<file path="config.mk">
export PLATFORM = sky130hd
export DESIGN_NAME = shifter_palette
export DESIGN_NICKNAME = d
export VERILOG_FILES = /design/src/rtl/shifter_palette.sv
export SDC_FILE = /design/constraint.sdc
export NUM_CORES = 1
export LEC_CHECK = 0
export ABC_AREA = 1
export BUFFER_PORTS_ARGS = -buffer_cell sky130_fd_sc_hd__buf_2
export CAP_MARGIN = 20
export CORE_MARGIN = 1.5
export CORE_UTILIZATION = 40
export DETAILED_ROUTE_END_ITERATION = 10
export PLACE_DENSITY = 0.58
export SYNTH_ARGS = -nofsm -noshare
export SYNTH_HDL_FRONTEND = slang
export SYNTH_SLANG_ARGS = --single-unit
export TNS_END_PERCENT = 20
</file>
<file path="constraint.sdc">
create_clock -name clksys -period 2.94 [get_ports clksys]
set_input_delay 0.147 -clock clksys [delete_from_list [all_inputs] [get_ports clksys]]
set_output_delay 0.147 -clock clksys [all_outputs]
set_load 0.01 [all_outputs]
</file>
<file path="src/rtl/shifter_palette.sv">
`default_nettype none
// ============================================================================
// Module   : shifter_palette
// Brief    : Colour-lookup stage behind the shifter. Samples the colour index
//            on pixClk rising edges, maps it through a 16-entry CPU-writable
//            palette to 4-bit R/G/B (or a 1-bit mono pixel) two clksys edges
//            later. Palette entries are 12-bit (STE) or 9-bit (ST).
// Revision : 1.0 - initial release
// ============================================================================
module shifter_palette #(
  parameter bit STE = 1'b1
) (
  input  logic        clksys,
  input  logic        nReset,
  input  logic        pixClk,
  input  logic        DE,
  input  logic        blank,
  input  logic [1:0]  rez,
  input  logic [3:0]  color_index,
  input  logic        cpu_cs,
  input  logic        cpu_rw,
  input  logic [3:0]  cpu_addr,
  input  logic [1:0]  cpu_bsel,
  input  logic [15:0] cpu_din,
  output logic [15:0] cpu_dout,
  output logic        cpu_ack,
  output logic [3:0]  r,
  output logic [3:0]  g,
  output logic [3:0]  b,
  output logic        mono_out
);

  // ST parts keep only the three low bits of each nibble.
  localparam logic [15:0] c_entry_mask = STE ? 16'h0FFF : 16'h0777;
  localparam logic [1:0]  c_rez_mono   = 2'b10;

  logic [15:0] pal_q [16];
  logic        pixClk_D;
  logic        cs_D;
  logic        pe;
  logic        ce;
  logic        pe_q;
  logic [3:0]  idx_q;
  logic        blank_q;
  logic        mono_q;
  logic [15:0] wr_d;
  logic [11:0] rgb_d;
  logic        mono_d;

  // Nibble to 4-bit DAC code: replicate an LSB into the bottom bit.
  function automatic logic [3:0] expand(input logic [3:0] c);
    return {c[2:0], (STE ? c[3] : c[2])};
  endfunction

  assign pe = pixClk & ~pixClk_D;
  assign ce = cpu_cs & ~cs_D;

  // Delayed copies for rising-edge detection; pe_q marks the stage-2 cycle.
  always_ff @(posedge clksys or negedge nReset) begin
    if (!nReset) begin
      pixClk_D <= 1'b0;
      cs_D     <= 1'b0;
      pe_q     <= 1'b0;
    end else begin
      pixClk_D <= pixClk;
      cs_D     <= cpu_cs;
      pe_q     <= pe;
    end
  end

  // Stage 1: capture the pixel attributes on a pixel-clock rising edge.
  always_ff @(posedge clksys or negedge nReset) begin
    if (!nReset) begin
      idx_q   <= 4'h0;
      blank_q <= 1'b0;
      mono_q  <= 1'b0;
    end else if (pe) begin
      idx_q   <= DE ? color_index : 4'h0;
      blank_q <= blank;
      mono_q  <= (rez == c_rez_mono);
    end
  end

  // Lookup result; mono is white when index bit 0 matches palette 0 bit 0.
  always_comb begin
    mono_d = ~blank_q & (idx_q[0] ^ ~pal_q[0][0]);
    rgb_d  = 12'h000;
    if (blank_q) begin
      rgb_d = 12'h000;
    end else if (mono_q) begin
      rgb_d = {12{mono_d}};
    end else begin
      rgb_d = {expand(pal_q[idx_q][11:8]),
               expand(pal_q[idx_q][7:4]),
               expand(pal_q[idx_q][3:0])};
    end
  end

  // Stage 2: register the outputs; they hold between pixel updates.
  always_ff @(posedge clksys or negedge nReset) begin
    if (!nReset) begin
      r        <= 4'h0;
      g        <= 4'h0;
      b        <= 4'h0;
      mono_out <= 1'b0;
    end else if (pe_q) begin
      {r, g, b} <= rgb_d;
      mono_out  <= mono_d;
    end
  end

  // Merged write word: unselected byte lanes keep their current contents.
  always_comb begin
    wr_d = pal_q[cpu_addr];
    if (cpu_bsel[1]) wr_d[15:8] = cpu_din[15:8];
    if (cpu_bsel[0]) wr_d[7:0]  = cpu_din[7:0];
    wr_d = wr_d & c_entry_mask;
  end

  // CPU access on the cs rising edge; a same-edge lookup still sees the old entry.
  always_ff @(posedge clksys or negedge nReset) begin
    if (!nReset) begin
      for (int i = 0; i < 16; i++) pal_q[i] <= 16'h0000;
      cpu_dout <= 16'h0000;
      cpu_ack  <= 1'b0;
    end else begin
      cpu_ack <= ce;
      if (ce) begin
        if (cpu_rw) cpu_dout        <= pal_q[cpu_addr];
        else        pal_q[cpu_addr] <= wr_d;
      end
    end
  end

endmodule
`default_nettype wire

</file>
==> metrics.md <==
| Metric | Value |
|---|---|
| Diode count | 0 |
| Synth Flop Type | dfrtp_1 |
| Routability cong. | 0.850 |
| CP startpoint kind | flop |
| Final Slew Violations | 0 |
| XOR/XNOR Fraction of Synth Area | 0 |
| Via count | 13,618 |
| DR WL/cell | 18.8 um |
| Final Non-Filler Cells | 2,527 |
| # port buffers | 56 |
| Compound-cell area share of the yosys netlist | 0.0273 |
| Flop2flop setup slack | 880 ps |
| CP Max Fanout | 49 |
| Post-route ant nets | 0 |
| GRT Util Overall | 0.270 |
| Min cycle time layout | 2060 ps |
| Most frequent cells in the layout | 934 x nand2_1, 391 x nand3_1, 225 x dfrtp_1 |
| Clock Latency Late Sink | 560 ps |
| Synth area leaders | dfrtp_1 41%, nand2_1 25%, nand3_1 14% |
| # setup viols final | 0 |
| PD cells | 591 nW/um^2 |
| Mapped Area | 13,800 sq um |
| Row count | 67 |
| DRT Pass-1 Iters | 6 |
| Type of destination of the critical path | flop |
| RSZ-0062 raised after global routing | false |
| First-pass GRT wire length | 74,500 um |
| Synthesis-to-finish area growth | 10.9% |
| Critical Path AT | 2550 ps |
| WL final | 47,400 um |
| H-tree levels | 1 |
| Period utilisation layout | 0.700 |
| # Max-Cap Violations | 0 |
| Initial core utilization | 0.408 |
| Largest area contributor in the netlist | dfrtp_1 |
| Yosys top cell area share | 0.413 |
| Outcome | completed |
| Clk root buf | clkbuf_16 |
| Yosys warns | 0 |
| Layout cells sized above 1 | 0.106 |
| Slew HR | 0.462 |
| Maximum VDD drop | 0.372 mV |
| Cells after DPL | 2,463 |
| Dpl hpwl | 29,400 um |
| Asr flop ratio synth | 1.00 |
| DIE AREA | 35,500 sq um |
| Final TNS setup | 0 ps |
| Avg Inst Size Synth | 6.69 sq um |
| Die outline height | 189 um |
| TritonCTS clock tree | yes |
| Reg2reg start | idx_q[0]$_DFFE_PN0P_ |
| Fmax | 486 MHz |
| Hold Path Class | in2async |
| Num CTS Buffers | 28 |
| Clock Skew | 17.0 ps |
| Most common cell after layout, fill and taps aside | nand2_1 |
| Total I/O pin count | 65 |
| Least-Margin Pin Slew | 804 ps |
| GRT overflow | 0 |
| Core area | 33,700 sq um |
| Vias in the first global route | 13,001 |
| Adder-Cell Fraction of Synth Area | 0 |
| Count of different cell masters after synthesis | 26 |
| Worst setup endpoint | r[1]$_DFFE_PN0P_ |
| Initial antenna violation count | 0 |
| Largest family of logic cells by synthesized area | simple AND/OR/NAND/NOR gates |
| Routed vias/inst | 5.39 |
| Worst Reg-to-Reg Cells | 12 |
| Pin count of the biggest net entering global routing | 107 |
| Syn Inst Count | 2,059 |
| Post-CTS Resized | 0 |
| Seq cells post-synth | 227 |
| # nets final | 2,094 |
| Final Hold Vio Count | 0 |
| DRC | 0 |
| Post-synth EDFFs | 0 |
| Clock Tree Buf Depth | 3 |
| CP required | 3440 ps |
| P_leak | 8.11 nW |
| Fraction of the mapped netlist area in simple logic gates | 0.447 |
| Iter 0 DRT Violations | 1,447 |
| Pwr Total | 0.00902 W |
| CP startpoint | idx_q[0]$_DFFE_PN0P_ |
| Sink Count | 227 |
| Mux cell area share after synthesis | 0.000818 |
| Die Wd | 189 um |
| Hold_buf cts | 14 |
| Critical path type | reg2reg |
| Filler cells | 3,519 |
| Core Util, Final | 0.453 |
| Post-CTS setup buffers | 0 |
| Clk slew on worst S/H paths | 60 ps |
| Register area share after synthesis | 0.413 |
| Capture point of the worst reg-to-reg path | r[1]$_DFFE_PN0P_ |
final cells by class:
class	count	area, sq um	area share
Sequential cell	227	5690	0.372
Inverter	187	704	0.0461
Clock inverter	9	73.8	0.00484
Timing Repair Buffer	120	883	0.0579
Tap cell	448	561	0.0367
Multi-Input combinational cell	1495	6550	0.429
Clock buffer	41	811	0.0531
critical path, cell delays in order, from the launching register on:
cell and delay (ps):
dfrtp_4 490, inv_2 60, buf_4 480, nand2_1 100, nand2_1 90, nand2_1 50
nand3_1 90, nand3_1 160, nand2_1 140, nand2_1 60, nand2_1 70, nand2_1 60
nand2_1 90
flip-flops by register name, indices dropped and copies added, names as in the netlist, 4 cells and up:
register,flops
b,4
cpu_dout,12
g,4
idx_q,4
pal_q,192
r,4
metal layers:
layer | GRT usage | wire [um] | vias to the layer above
met3 | 0.0296 | 3180 | 141
li1 | - | - | 6418
met2 | 0.442 | 22200 | 581
met5 | 0 | 0 | -
met1 | 0.358 | 19900 | 6478
met4 | 0.123 | 2120 | 0
stage by stage:
step                hold slack (ps)  cell area (sq um)  setup slack [ps]
detailed placement              141              14200               736
CTS                             156              15300               902
global route                    184              15300               670
finish                          138              15300               883
global placement                149              14200               716
floorplan                      -149              13800              1310
power breakdown:
group          leakage (nW)  switching, W  internal, W  total [W]
Sequential             3.05      0.000261      0.00349    0.00375
Combinational          4.62       0.00129     0.000594    0.00188
Clock                 0.442       0.00140      0.00198    0.00338
worst min-delay path by stage:
stage,cells after the start,endpoint,startpoint
2_1_floorplan,0,b[0]$_DFFE_PN0P_,nReset
3_3_place_gp,1,cpu_dout[1]$_DFFE_PN0P_,nReset
3_5_place_dp,1,cpu_ack$_DFF_PN0_,nReset
4_1_cts,2,pal_q[134]$_DFFE_PN0P_,nReset
5_1_grt,2,cpu_dout[2]$_DFFE_PN0P_,nReset
6_report,2,pal_q[146]$_DFFE_PN0P_,nReset
Yosys cell counts (2+ instances only):
master	count
nand2_4	14
dfrtp_1	227
nand2_1	934
nor3_4	4
buf_4	20
nor2_8	2
buf_2	38
buf_1	16
inv_1	169
o21ai_0	74
nand3_1	391
nor3_2	4
nor2_1	13
nand4_1	24
nor2_2	15
clkbuf_1	60
or2_2	12
inv_2	17
buf_6	18
cells by family after synthesis:
group,after synthesis
flip-flops,227
AND/OR/NAND/NOR,1415
multiplexers,1
other,1
buffers and inverters,340
AO/OA/AOI/OAI,75
No activity file was read; power rests on OpenSTA's default activity.
